==> src/rtl/sdrc_cfg_regs_if.sv <==
// Request/acknowledge register bus between a config master and sdrc_cfg_regs.
// One-cycle access strobe in, one-cycle acknowledge with read data and error out.
interface sdrc_cfg_regs_if;
  logic        reg_req;
  logic        reg_we;
  logic [2:0]  reg_addr;
  logic [31:0] reg_wdata;
  logic        reg_ack;
  logic [31:0] reg_rdata;
  logic        reg_err;

  modport master (
    output reg_req, reg_we, reg_addr, reg_wdata,
    input  reg_ack, reg_rdata, reg_err
  );

  modport slave (
    input  reg_req, reg_we, reg_addr, reg_wdata,
    output reg_ack, reg_rdata, reg_err
  );
endinterface

==> src/rtl/sdrc_cfg_regs.sv <==
// SDRC configuration register bank with enable sequencer and timing-register lock.
// Define SDRC_CFG_TIMEOUT_EN to add the init timeout counter and the FAULT state.
module sdrc_cfg_regs #(
  parameter int unsigned SDR_REFRESH_TIMER_W   = 12,
  parameter int unsigned SDR_REFRESH_ROW_CNT_W = 3,
  parameter logic [15:0] INIT_TIMEOUT          = 16'd50000
) (
  input  logic                             sdram_clk,
  input  logic                             sdram_resn,
  sdrc_cfg_regs_if.slave                   bus,
  output logic [1:0]                       cfg_sdr_width,
  output logic [1:0]                       cfg_colbits,
  output logic [3:0]                       cfg_sdr_tras_d,
  output logic [3:0]                       cfg_sdr_trp_d,
  output logic [3:0]                       cfg_sdr_trcd_d,
  output logic                             cfg_sdr_en,
  output logic [1:0]                       cfg_req_depth,
  output logic [12:0]                      cfg_sdr_mode_reg,
  output logic [2:0]                       cfg_sdr_cas,
  output logic [3:0]                       cfg_sdr_trcar_d,
  output logic [3:0]                       cfg_sdr_twr_d,
  output logic [SDR_REFRESH_TIMER_W-1:0]   cfg_sdr_rfsh,
  output logic [SDR_REFRESH_ROW_CNT_W-1:0] cfg_sdr_rfmax,
  input  logic                             sdr_init_done,
  output logic                             cfg_irq
);

  typedef enum logic [1:0] {
    StDisabled = 2'd0,
    StEnabling = 2'd1,
    StReady    = 2'd2,
    StFault    = 2'd3
  } state_e;

  state_e state_q;

  logic        wr, ctrl_on, ctrl_off, lockable, cfg_wr, timeout_hit;
  logic [31:0] rd_val;
  logic        ack_q, err_q;
  logic [31:0] rdata_q;

  logic [12:0] mode_q;
  logic [3:0]  tras_q, trp_q, trcd_q, trcar_q, twr_q;
  logic [2:0]  cas_q;
  logic [1:0]  width_q, colbits_q, depth_q;
  logic [SDR_REFRESH_TIMER_W-1:0]   rfsh_q;
  logic [SDR_REFRESH_ROW_CNT_W-1:0] rfmax_q;

  logic unused_wdata;
  assign unused_wdata = ^bus.reg_wdata[31:16];

  assign wr       = bus.reg_req & bus.reg_we;
  assign ctrl_on  = wr & (bus.reg_addr == 3'd0) & bus.reg_wdata[0];
  assign ctrl_off = wr & (bus.reg_addr == 3'd0) & ~bus.reg_wdata[0];
  assign lockable = (bus.reg_addr >= 3'd2) && (bus.reg_addr <= 3'd6);
  assign cfg_wr   = wr & lockable & (state_q == StDisabled);

`ifdef SDRC_CFG_TIMEOUT_EN
  logic [15:0] cnt_q;

  // Counts cycles spent in ENABLING; the FAULT edge is the INIT_TIMEOUT-th one.
  always_ff @(posedge sdram_clk or negedge sdram_resn) begin
    if (!sdram_resn) begin
      cnt_q <= 16'd0;
    end else if (state_q == StDisabled && ctrl_on) begin
      cnt_q <= 16'd0;
    end else if (state_q == StEnabling) begin
      cnt_q <= cnt_q + 16'd1;
    end
  end

  assign timeout_hit = ((cnt_q + 16'd1) == INIT_TIMEOUT);
`else
  logic unused_timeout;
  assign unused_timeout = ^INIT_TIMEOUT;
  assign timeout_hit    = 1'b0;
`endif

  // Disable wins over everything; init_done wins over a same-cycle timeout.
  always_ff @(posedge sdram_clk or negedge sdram_resn) begin
    if (!sdram_resn) begin
      state_q <= StDisabled;
    end else if (ctrl_off) begin
      state_q <= StDisabled;
    end else begin
      case (state_q)
        StDisabled: if (ctrl_on) state_q <= StEnabling;
        StEnabling: begin
          if (sdr_init_done)    state_q <= StReady;
          else if (timeout_hit) state_q <= StFault;
        end
        default: ;
      endcase
    end
  end

  always_comb begin
    rd_val = 32'd0;
    case (bus.reg_addr)
      3'd1: rd_val = {28'd0, state_q, (state_q == StFault), sdr_init_done};
      3'd2: rd_val = {19'd0, mode_q};
      3'd3: rd_val = {16'd0, trcar_q, trcd_q, trp_q, tras_q};
      3'd4: rd_val = {19'd0, depth_q, colbits_q, width_q, cas_q, twr_q};
      3'd5: rd_val = 32'(rfsh_q);
      3'd6: rd_val = 32'(rfmax_q);
      default: rd_val = 32'd0;
    endcase
  end

  always_ff @(posedge sdram_clk or negedge sdram_resn) begin
    if (!sdram_resn) begin
      ack_q   <= 1'b0;
      rdata_q <= 32'd0;
      err_q   <= 1'b0;
    end else begin
      ack_q   <= bus.reg_req;
      rdata_q <= (bus.reg_req && !bus.reg_we) ? rd_val : 32'd0;
      err_q   <= wr & lockable & (state_q != StDisabled);
    end
  end

  always_ff @(posedge sdram_clk or negedge sdram_resn) begin
    if (!sdram_resn) begin
      mode_q    <= 13'h033;
      tras_q    <= 4'd4;
      trp_q     <= 4'd2;
      trcd_q    <= 4'd2;
      trcar_q   <= 4'd7;
      twr_q     <= 4'd1;
      cas_q     <= 3'd3;
      width_q   <= 2'b10;
      colbits_q <= 2'd0;
      depth_q   <= 2'd3;
      rfsh_q    <= SDR_REFRESH_TIMER_W'('h100);
      rfmax_q   <= SDR_REFRESH_ROW_CNT_W'(6);
    end else if (cfg_wr) begin
      case (bus.reg_addr)
        3'd2: mode_q <= bus.reg_wdata[12:0];
        3'd3: begin
          tras_q  <= bus.reg_wdata[3:0];
          trp_q   <= bus.reg_wdata[7:4];
          trcd_q  <= bus.reg_wdata[11:8];
          trcar_q <= bus.reg_wdata[15:12];
        end
        3'd4: begin
          twr_q     <= bus.reg_wdata[3:0];
          cas_q     <= bus.reg_wdata[6:4];
          width_q   <= bus.reg_wdata[8:7];
          colbits_q <= bus.reg_wdata[10:9];
          depth_q   <= bus.reg_wdata[12:11];
        end
        3'd5: rfsh_q  <= bus.reg_wdata[SDR_REFRESH_TIMER_W-1:0];
        3'd6: rfmax_q <= bus.reg_wdata[SDR_REFRESH_ROW_CNT_W-1:0];
        default: ;
      endcase
    end
  end

  assign bus.reg_ack   = ack_q;
  assign bus.reg_rdata = rdata_q;
  assign bus.reg_err   = err_q;

  assign cfg_sdr_en       = (state_q == StEnabling) || (state_q == StReady);
  assign cfg_irq          = (state_q == StReady) || (state_q == StFault);
  assign cfg_sdr_mode_reg = mode_q;
  assign cfg_sdr_tras_d   = tras_q;
  assign cfg_sdr_trp_d    = trp_q;
  assign cfg_sdr_trcd_d   = trcd_q;
  assign cfg_sdr_trcar_d  = trcar_q;
  assign cfg_sdr_twr_d    = twr_q;
  assign cfg_sdr_cas      = cas_q;
  assign cfg_sdr_width    = width_q;
  assign cfg_colbits      = colbits_q;
  assign cfg_req_depth    = depth_q;
  assign cfg_sdr_rfsh     = rfsh_q;
  assign cfg_sdr_rfmax    = rfmax_q;

endmodule

==> src/flat_wrapper.sv <==
// flat-port wrapper written by rule: the top's interface ports become plain ports
module sdrc_cfg_regs_flat 
#(
  parameter int unsigned SDR_REFRESH_TIMER_W   = 12,
  parameter int unsigned SDR_REFRESH_ROW_CNT_W = 3,
  parameter logic [15:0] INIT_TIMEOUT          = 16'd50000
)
  (sdram_clk, sdram_resn, cfg_sdr_width, cfg_colbits, cfg_sdr_tras_d, cfg_sdr_trp_d, cfg_sdr_trcd_d, cfg_sdr_en, cfg_req_depth, cfg_sdr_mode_reg, cfg_sdr_cas, cfg_sdr_trcar_d, cfg_sdr_twr_d, cfg_sdr_rfsh, cfg_sdr_rfmax, sdr_init_done, cfg_irq, bus_reg_req, bus_reg_we, bus_reg_addr, bus_reg_wdata, bus_reg_ack, bus_reg_rdata, bus_reg_err);
  sdrc_cfg_regs_if bus_i ();
  input  logic sdram_clk;
  input  logic sdram_resn;
  output logic [1:0] cfg_sdr_width;
  output logic [1:0] cfg_colbits;
  output logic [3:0] cfg_sdr_tras_d;
  output logic [3:0] cfg_sdr_trp_d;
  output logic [3:0] cfg_sdr_trcd_d;
  output logic cfg_sdr_en;
  output logic [1:0] cfg_req_depth;
  output logic [12:0] cfg_sdr_mode_reg;
  output logic [2:0] cfg_sdr_cas;
  output logic [3:0] cfg_sdr_trcar_d;
  output logic [3:0] cfg_sdr_twr_d;
  output logic [SDR_REFRESH_TIMER_W-1:0] cfg_sdr_rfsh;
  output logic [SDR_REFRESH_ROW_CNT_W-1:0] cfg_sdr_rfmax;
  input  logic sdr_init_done;
  output logic cfg_irq;
  input wire logic [$bits(bus_i.reg_req)-1:0] bus_reg_req;
  input wire logic [$bits(bus_i.reg_we)-1:0] bus_reg_we;
  input wire logic [$bits(bus_i.reg_addr)-1:0] bus_reg_addr;
  input wire logic [$bits(bus_i.reg_wdata)-1:0] bus_reg_wdata;
  output wire logic [$bits(bus_i.reg_ack)-1:0] bus_reg_ack;
  output wire logic [$bits(bus_i.reg_rdata)-1:0] bus_reg_rdata;
  output wire logic [$bits(bus_i.reg_err)-1:0] bus_reg_err;
  assign bus_i.reg_req = bus_reg_req;
  assign bus_i.reg_we = bus_reg_we;
  assign bus_i.reg_addr = bus_reg_addr;
  assign bus_i.reg_wdata = bus_reg_wdata;
  assign bus_reg_ack = bus_i.reg_ack;
  assign bus_reg_rdata = bus_i.reg_rdata;
  assign bus_reg_err = bus_i.reg_err;
  sdrc_cfg_regs #(.SDR_REFRESH_TIMER_W(SDR_REFRESH_TIMER_W), .SDR_REFRESH_ROW_CNT_W(SDR_REFRESH_ROW_CNT_W), .INIT_TIMEOUT(INIT_TIMEOUT)) u_core (.sdram_clk(sdram_clk), .sdram_resn(sdram_resn), .bus(bus_i), .cfg_sdr_width(cfg_sdr_width), .cfg_colbits(cfg_colbits), .cfg_sdr_tras_d(cfg_sdr_tras_d), .cfg_sdr_trp_d(cfg_sdr_trp_d), .cfg_sdr_trcd_d(cfg_sdr_trcd_d), .cfg_sdr_en(cfg_sdr_en), .cfg_req_depth(cfg_req_depth), .cfg_sdr_mode_reg(cfg_sdr_mode_reg), .cfg_sdr_cas(cfg_sdr_cas), .cfg_sdr_trcar_d(cfg_sdr_trcar_d), .cfg_sdr_twr_d(cfg_sdr_twr_d), .cfg_sdr_rfsh(cfg_sdr_rfsh), .cfg_sdr_rfmax(cfg_sdr_rfmax), .sdr_init_done(sdr_init_done), .cfg_irq(cfg_irq));
endmodule
==> config.mk <==
export PLATFORM = sky130hd
export DESIGN_NAME = sdrc_cfg_regs_flat
export DESIGN_NICKNAME = d
export VERILOG_FILES = /design/src/rtl/sdrc_cfg_regs_if.sv /design/src/rtl/sdrc_cfg_regs.sv /design/src/flat_wrapper.sv
export SDC_FILE = /design/constraint.sdc
export NUM_CORES = 1
export LEC_CHECK = 0
export CORE_AREA = 4 4 103 105
export CTS_CLUSTER_DIAMETER = 50
export CTS_CLUSTER_SIZE = 10
export DETAILED_ROUTE_END_ITERATION = 10
export DIE_AREA = 0 0 107 109
export PLACE_DENSITY = 0.73
export SLEW_MARGIN = 20
export SYNTH_ARGS = -nofsm -noshare
export SYNTH_HDL_FRONTEND = slang
export SYNTH_SLANG_ARGS = --single-unit
==> constraint.sdc <==
create_clock -name sdram_clk -period 2.4 [get_ports sdram_clk]
set_clock_uncertainty 0.1 [all_clocks]
set_input_delay 0.36 -clock sdram_clk [delete_from_list [all_inputs] [get_ports sdram_clk]]
set_output_delay 0.36 -clock sdram_clk [all_outputs]
set_load 0.1 [all_outputs]
==> run_results.csv, run 1 <==
group,metric,value,unit
run_status,status,"finished, final reports clean",
sta,worst_slew_pin_slew,0.529,ns
floorplanning,num_io_pins,133,
clock_network,clockRootBuffer,"clkbuf_8",
floorplanning,dieArea,11700,um^2
sta,setup_violations,0,
clock_network,htree_levels,3,
floorplanning,start_util,0.382,
place,pre_cts_ws,0.148,ns
yosys,synth.avg_cell_area,12.9,um^2
grt,grt_usage,0.160,
sta,min_period,2.04,ns
min_path,hold_path_class,"in2async",
grt,antenna_found_initial,0,
yosys,netlist_area,3680,um^2
yosys,synth_top_area_frac,0.395,
place,dpl.hpwl,6670,um
cells_and_area,layout.nets,443,
clock_network,insertion_delay,0.34,ns
routing,antenna_left,0,
clock_network,clock-sinks,77,
yosys,yosys_warnings,0,
yosys,yosysUniqueCellTypes,42,
worst_setup_path,crit_slowest_cell,"dfrtp_1",
cells_and_area,layout_commonest_cell,"buf_4",
worst_setup_path,cp-start-kind,"register",
yosys,synthCells,285,
worst_setup_path,max_stage_delay,0.41,ns
yosys,synth.area.top_cells,"dfrtp_1, dfstp_2, mux2_2, mux2_1, nand3b_1",
worst_setup_path,cp.required,2.53,ns
cells_and_area,area_growth,34.0,%
worst_setup_path,crit_chain,"inv_1 -> ha_1 -> nand4_1 -> nor2_1 -> buf_4 -> mux2_2",
cells_and_area,largest_register_ffs,16,
routing,wire_per_inst,16.7,um
clock_network,path_clk_slew,0.08,ns
grt,grt_pass1_vias,2719,
worst_setup_path,worstSetupPathType,"reg2reg",
yosys,synth_seq_cells,77,
routing,drt-total-wl,8950,um
grt,grt_overflow,0,
clock_network,numCtsBuffers,9,
clock_network,clk_path_buf_depth,2,
routing,drc,0,
place,place.gp.congestion,0.785,
clock_network,cts_tree,"done",
cells_and_area,layout_common_cells,"buf_4, dfrtp_1, mux2_2",
sta,finalHoldViolations,0,
floorplanning,die_h,109,um
floorplanning,coreArea,9640,um^2
grt,grt_max_degree,43,
yosys,ys_seq_area_frac,0.530,
worst_setup_path,arrival,2.17,ns
routing,first_pass_iters,4,
routing,drt_iter0_markers,84,
floorplanning,die_x,107,um
sta,max_freq,491,MHz
grt,grt_pass1_wl,14400,um
worst_setup_path,crit_buf_inv,2,
cells_and_area,antenna_cells,0,
flow_run,maxCapViolCount,0,
sta,timing.final.crit_share,0.849,
cells_and_area,finalInstanceArea,4930,um^2
sta,slew_headroom,0.645,
worst_setup_path,endpoint_kind,"register",
worst_setup_path,path_delay_family,"simple AND/OR/NAND/NOR gates",
yosys,synth_ff_type,"dfrtp_1",
sta,rsz0062_at_grt,"no",
sta,finalWorstSetupSlack,0.362,ns
yosys,synth_edf_count,0,
worst_setup_path,critPathLaunch,"u_core.state_q[0]$_DFFE_PN0P_",
cells_and_area,drive_gt1_frac,0.432,
routing,num_vias,2652,
yosys,synth_area_leader_cell,"dfrtp_1",
routing,viasPerCell,4.95,
place,placed_area,4710,um^2
sta,fin_tns_setup,0,ns
worst_setup_path,crit_fanout,8,
floorplanning,num_rows,36,
sta,drv_slew,0,
yosys,synthArstFlopShare,1.00,
worst_setup_path,reg2reg_from,"u_core.state_q[0]$_DFFE_PN0P_",
cells_and_area,nFillCells,872,
place,io_buffers,100,
[repair_timing]
| action | CTS | global route |
|---|---|---|
| endpoints found under the hold margin | 26 | 0 |
| buffers inserted | 0 | 0 |
| gates resized for setup | 0 | 0 |
| hold buffers | 1 | 0 |
[final timing paths]
path,end,slack (ns),depth (start not counted)
max in group asynchronous,u_core.cfg_sdr_width[1]$_DFFE_PN1P_,1.14,3
max reg2reg,u_core.cfg_sdr_rfsh[1]$_DFFE_PN0P_,0.36,6
min in group sdram_clk,u_core.bus.reg_rdata[12]$_DFF_PN0_,0.41,2
min,u_core.bus.reg_rdata[15]$_DFF_PN0_,0.41,2
max,u_core.cfg_sdr_rfsh[1]$_DFFE_PN0P_,0.36,6
min reg2reg,u_core.bus.reg_rdata[12]$_DFF_PN0_,0.41,2
[Yosys cell counts (2+ instances only)]
master,instances
nand3b_1,22
dfrtp_1,58
buf_6,3
nor2b_1,3
a21boi_0,2
or2_2,2
mux2i_1,6
and2_1,3
inv_1,2
dfstp_2,19
a21oi_1,10
clkbuf_1,4
o31a_1,3
nor3_1,4
a22oi_1,8
and3b_1,4
mux2_2,35
or3_1,2
mux2_1,22
nor3b_1,5
ha_1,4
buf_2,7
buf_4,20
nand2b_1,5
nor2_4,2
a21o_1,9
nand2_1,4
nor2_1,3
[area by class of cell]
cell class / count / area [um^2] / area share
Sequential cell: 77 / 1950 / 0.396
Multi-Input combinational cell: 187 / 1540 / 0.313
Timing Repair Buffer: 122 / 1050 / 0.213
Tap cell: 133 / 166 / 0.0338
Clock buffer: 10 / 128 / 0.0259
Clock inverter: 5 / 85.1 / 0.0173
Inverter: 2 / 7.51 / 0.00152
[kinds of logic after synthesis]
group | Yosys count | share of synthesized area
DFF | 77 | 0.530
and+or+nand+nor | 65 | 0.122
muxes | 63 | 0.191
AOI/OAI and AO/OA | 39 | 0.0765
buffers and inverters | 36 | 0.0656
adders and majority gates | 4 | 0.0136
other | 1 | 0.00102
[per-layer routing]
layer	vias up	GRT usage	share of wire
li1	1223	-	-
met1	1326	0.214	0.45
met2	89	0.255	0.47
met3	14	0.0343	0.060
met4	0	0.0594	0.018
met5	-	0	0
[per-stage QoR]
stage,hold slack (ns),cells,utilization
6_report,0.414,536,0.511
3_5_place_dp,0.249,520,0.488
4_1_cts,0.415,536,0.511
2_1_floorplan,-0.0356,300,-
5_1_grt,0.436,536,0.511
3_3_place_gp,0.249,520,0.488
Power of run 1 is not shown: default switching activity piles up to over one toggle a cycle in this logic, so the estimate is an artifact.
==> run 2, diff against run 1 <==
==> constraint.sdc (replaced) <==
create_clock -name sdram_clk -period 2.1 [get_ports sdram_clk]
set_clock_uncertainty 0.1 [all_clocks]
set_input_delay 0.315 -clock sdram_clk [delete_from_list [all_inputs] [get_ports sdram_clk]]
set_output_delay 0.315 -clock sdram_clk [all_outputs]
set_load 0.1 [all_outputs]
==> run_results.csv, run 2 (synthesis gave the netlist of run 1 again) <==
group,metric,value,unit
place,io_buffers,100,
clock_network,insertion_delay,0.35,ns
min_path,hold_path_class,"in2async",
routing,wire_per_inst,16.9,um
clock_network,numCtsBuffers,9,
worst_setup_path,path_delay_family,"buffers and inverters",
sta,setup_violations,0,
routing,drt-total-wl,9290,um
worst_setup_path,crit_cells,7,
routing,antenna_left,0,
cells_and_area,multi_input_area,1550,um^2
cells_and_area,drive_gt1_frac,0.456,
run_status,status,"finished, final reports clean",
cells_and_area,largest_register_ffs,16,
worst_setup_path,cp-start-kind,"register",
sta,slew_headroom,0.637,
cells_and_area,final_cell_count_no_fill,550,
worst_setup_path,arrival,2.12,ns
place,dp_cells,530,
worst_setup_path,crit_buf_inv,3,
clock_network,clockRootBuffer,"clkbuf_8",
clock_network,cts_tree,"done",
worst_setup_path,r2r_slack,0.10,ns
floorplanning,coreArea,9640,um^2
worst_setup_path,cp.required,2.22,ns
sta,min_period,2.00,ns
sta,drv_slew,0,
cells_and_area,layout_commonest_cell,"buf_4",
cells_and_area,area_growth,44.0,%
floorplanning,start_util,0.382,
routing,drc,0,
worst_setup_path,endpoint_kind,"register",
sta,rsz0062_at_grt,"no",
grt,grt_pass1_vias,2793,
cells_and_area,layout_common_cells,"buf_4, dfrtp_1, mux2_2, buf_12",
cells_and_area,seqCellArea,1950,um^2
cells_and_area,antenna_cells,0,
grt,grt_overflow,0,
clock_network,clock-sinks,77,
worst_setup_path,crit_chain,"inv_1 -> ha_2 -> nand4_1 -> buf_4 -> nor2_4 -> buf_12 -> mux2_1",
sta,finalHoldViolations,0,
floorplanning,num_rows,36,
sta,max_freq,501,MHz
cells_and_area,layout.nets,456,
worst_setup_path,crit_slowest_cell,"dfrtp_1",
worst_setup_path,worstRegToRegCells,7,
grt,grt_pass1_wl,14900,um
flow_run,maxCapViolCount,0,
routing,drt_iter0_markers,125,
sta,worst_slew_pin_slew,0.545,ns
floorplanning,die_x,107,um
cells_and_area,nFillCells,830,
grt,grt_usage,0.165,
place,dpl.hpwl,6940,um
clock_network,clk_path_buf_depth,2,
routing,viasPerCell,4.81,
floorplanning,die_h,109,um
worst_setup_path,max_stage_delay,0.41,ns
clock_network,htree_levels,3,
routing,num_vias,2644,
worst_setup_path,crit_fanout,7,
grt,grt_max_degree,43,
floorplanning,num_io_pins,133,
grt,antenna_found_initial,0,
clock_network,path_clk_slew,0.07,ns
routing,first_pass_iters,5,
worst_setup_path,reg2reg_from,"u_core.state_q[0]$_DFFE_PN0P_",
worst_setup_path,rr_endpoint,"u_core.cfg_sdr_cas[2]$_DFFE_PN0P_",
sta,timing.final.crit_share,0.950,
floorplanning,dieArea,11700,um^2
worst_setup_path,worstSetupPathType,"reg2reg",
place,place.gp.congestion,0.796,
-- run 2: cell type report --
cell class              count  share of cell area
flip-flops and latches     77               0.368
multi-input cells         187               0.292
repair buffers            135               0.261
well taps                 133              0.0314
clock buffers              10              0.0241
clock inverters             6              0.0213
inverters                   2             0.00142
-- run 2: how the worst max path moves through the flow --
stage	slack, ns	endpoint	startpoint
3_5_place_dp	-0.06	u_core.bus.reg_rdata[8]$_DFF_PN0_	bus_reg_addr[0]
4_1_cts	0.03	u_core.cfg_sdr_rfsh[6]$_DFFE_PN0P_	u_core.state_q[0]$_DFFE_PN0P_
3_3_place_gp	-0.07	u_core.cfg_sdr_rfsh[0]$_DFFE_PN0P_	bus_reg_addr[2]
6_report	0.10	u_core.cfg_sdr_cas[2]$_DFFE_PN0P_	u_core.state_q[0]$_DFFE_PN0P_
5_1_grt	0.01	u_core.cfg_sdr_width[0]$_DFFE_PN0P_	u_core.state_q[0]$_DFFE_PN0P_
2_1_floorplan	0.27	u_core.cfg_sdr_trcd_d[3]$_DFFE_PN0P_	u_core.state_q[0]$_DFFE_PN0P_
-- run 2: layer usage --
metal  track usage  vias up  routed length (um)
met5             0        -                   0
met3        0.0355       11                 509
li1              -     1243                   -
met2         0.281       83                4680
met4        0.0493        0                 106
met1         0.213     1307                4000
-- run 2: repair_timing --
action | CTS | global route
setup endpoints to repair | 3 | 22
setup buffers | 0 | 3
pin swaps | 0 | 2
endpoints found under the hold margin | 31 | 0
hold buffers | 1 | 0
resized for setup | 1 | 1
-- run 2: stage by stage --
step | hold WS (ns) | area (um^2) | setup WS [ns] | util | setup TNS, ns
3_5_place_dp | 0.236 | 5020 | -0.0608 | 0.521 | -0.612
4_1_cts | 0.394 | 5270 | 0.0275 | 0.547 | 0
3_3_place_gp | 0.224 | 5020 | -0.0655 | 0.521 | -0.842
6_report | 0.391 | 5300 | 0.104 | 0.549 | 0
2_1_floorplan | -0.0806 | 3730 | 0.271 | - | 0
5_1_grt | 0.436 | 5300 | 0.0113 | 0.549 | 0
-- run 2: worst register-to-register path, cell delays in order (launching register included) --
cell and delay (ns):
dfrtp_1 0.41, inv_1 0.15, ha_2 0.24, nand4_1 0.18, buf_4 0.20, nor2_4 0.14, buf_12 0.15, mux2_1 0.33
Power of run 2 is left out for the same reason.
==> run 3, diff against run 2 <==
--- a/config.mk
+++ b/config.mk
@@ -10,8 +10,10 @@
 export CTS_CLUSTER_SIZE = 10
 export DETAILED_ROUTE_END_ITERATION = 10
 export DIE_AREA = 0 0 107 109
+export GPL_TIMING_DRIVEN = 0
 export PLACE_DENSITY = 0.73
 export SLEW_MARGIN = 20
 export SYNTH_ARGS = -nofsm -noshare
 export SYNTH_HDL_FRONTEND = slang
 export SYNTH_SLANG_ARGS = --single-unit
+export TNS_END_PERCENT = 50
==> run_results.csv, run 3 (synthesis gave the netlist of run 1 again) <==
group,metric,value,unit
routing,drt_iter0_markers,76,
routing,num_vias,2769,
routing,antenna_left,0,
cells_and_area,final_cell_count_no_fill,562,
clock_network,numCtsBuffers,9,
sta,worst_slew_pin_slew,1.00,ns
cells_and_area,layout_common_cells,"dfrtp_1, dlygate4sd2_1, mux2_2, buf_4",
worst_setup_path,cp.required,2.23,ns
place,dpl.hpwl,6970,um
sta,max_freq,489,MHz
min_path,min-delay-start,"bus_reg_addr[0]",
flow_run,maxCapViolCount,0,
routing,drc,0,
cells_and_area,antenna_cells,0,
sta,whs,0.330,ns
grt,grt_pass1_vias,2802,
worst_setup_path,worstSetupPathType,"reg2reg",
grt,antenna_found_initial,0,
place,place.gp.congestion,0.818,
routing,first_pass_iters,4,
grt,grt_pass1_wl,15500,um
run_status,status,"finished, final reports clean",
clock_network,path_clk_slew,0.07,ns
worst_setup_path,reg2reg_from,"u_core.state_q[1]$_DFFE_PN0P_",
sta,drv_slew,0,
routing,viasPerCell,4.93,
clock_network,cts_tree,"done",
cells_and_area,layout_commonest_cell,"dfrtp_1",
floorplanning,start_util,0.382,
floorplanning,dieArea,11700,um^2
place,dp_cells,533,
worst_setup_path,critPathLaunch,"u_core.state_q[1]$_DFFE_PN0P_",
worst_setup_path,cp-start-kind,"register",
grt,grt_max_degree,43,
floorplanning,die_x,107,um
sta,setup_violations,0,
clock_network,clock-sinks,77,
sta,timing.final.crit_share,0.974,
cells_and_area,drive_gt1_frac,0.336,
clock_network,insertion_delay,0.34,ns
clock_network,clk_path_buf_depth,2,
worst_setup_path,endpoint_kind,"register",
grt,grt_usage,0.174,
routing,wire_per_inst,18.2,um
cells_and_area,largest_register_ffs,16,
cells_and_area,area_growth,43.0,%
place,io_buffers,99,
cells_and_area,layout.nets,468,
worst_setup_path,crit_fanout,8,
grt,grt_overflow,0,
clock_network,clockRootBuffer,"clkbuf_8",
clock_network,htree_levels,3,
floorplanning,num_rows,36,
min_path,hold_path_class,"in2reg",
worst_setup_path,arrival,2.17,ns
sta,min_period,2.04,ns
cells_and_area,fin_util,0.546,
cells_and_area,finalInstanceArea,5260,um^2
place,placed_area,4910,um^2
sta,rsz0062_at_grt,"no",
floorplanning,coreArea,9640,um^2
floorplanning,num_io_pins,133,
sta,finalHoldViolations,0,
floorplanning,die_h,109,um
routing,drt-total-wl,10200,um
sta,slew_headroom,0.336,
## run 3: changes by cell type in the layout (fill, tap and decap cells not counted), moves of 5 or more
cell             before  now
dlygate4sd2_1         0   56
clkdlybuf4s15_2       0   19
clkbuf_1              1    6
buf_6                 0    5
buf_12               25    3
buf_4                87   28
buf_2                 0    9
## run 3: final timing paths
kind | slack (ns) | cells after the start | endpoint
max in group asynchronous | 0.89 | 3 | u_core.cfg_sdr_width[1]$_DFFE_PN1P_
setup / recovery | 0.06 | 7 | u_core.cfg_sdr_trp_d[3]$_DFFE_PN0P_
hold / removal | 0.33 | 3 | u_core.bus.reg_err$_DFF_PN0_
min in group asynchronous | 0.37 | 2 | u_core.cfg_sdr_rfmax[0]$_DFFE_PN0P_
setup reg to reg | 0.06 | 7 | u_core.cfg_sdr_trp_d[3]$_DFFE_PN0P_
hold reg to reg | 0.41 | 1 | u_core.cfg_sdr_rfsh[10]$_DFFE_PN0P_
## run 3: what timing repair did
| action | CTS | global route |
|---|---|---|
| pin swaps | 0 | 3 |
| gates cloned | 0 | 1 |
| hold endpoints to repair | 26 | 0 |
| gates resized for setup | 128 | 7 |
| setup endpoints to repair | 105 | 42 |
| buffers inserted | 0 | 11 |
| hold buffers | 1 | 0 |
## run 3: stage by stage
step / setup WS, ns / TNS (ns)
final: 0.0555 / 0
after global routing: 0.000765 / 0
after CTS: -0.0556 / -0.365
after detailed placement: -0.290 / -7.88
after global placement: -2.05 / -148.81
after floorplan: 0.271 / 0
## run 3: area by class of cell
type / instances / area (um^2)
timing repair buffer: 113 / 1080
clock inverter: 5 / 100
multi-input combinational: 187 / 1570
fill: 873 / 4380
tap: 133 / 166
sequential: 77 / 1950
inverter: 2 / 7.51
buffer: 34 / 254
clock buffer: 11 / 131
## run 3: per-layer routing
layer  track usage  wire [um]  up-vias
met4        0.0438        133        0
li1              -          -     1268
met3        0.0432        576       10
met1         0.240       4640     1384
met2         0.277       4870      107
met5             0          0        -
## run 3: critical path, stage by stage, from the launching register on
cell and delay [ns]:
dfrtp_2 0.45, inv_1 0.12, ha_4 0.16, nand4b_1 0.27, nor2_4 0.21, buf_12 0.14, clkbuf_16 0.15, mux2_2 0.32
Power of run 3 is left out for the same reason.
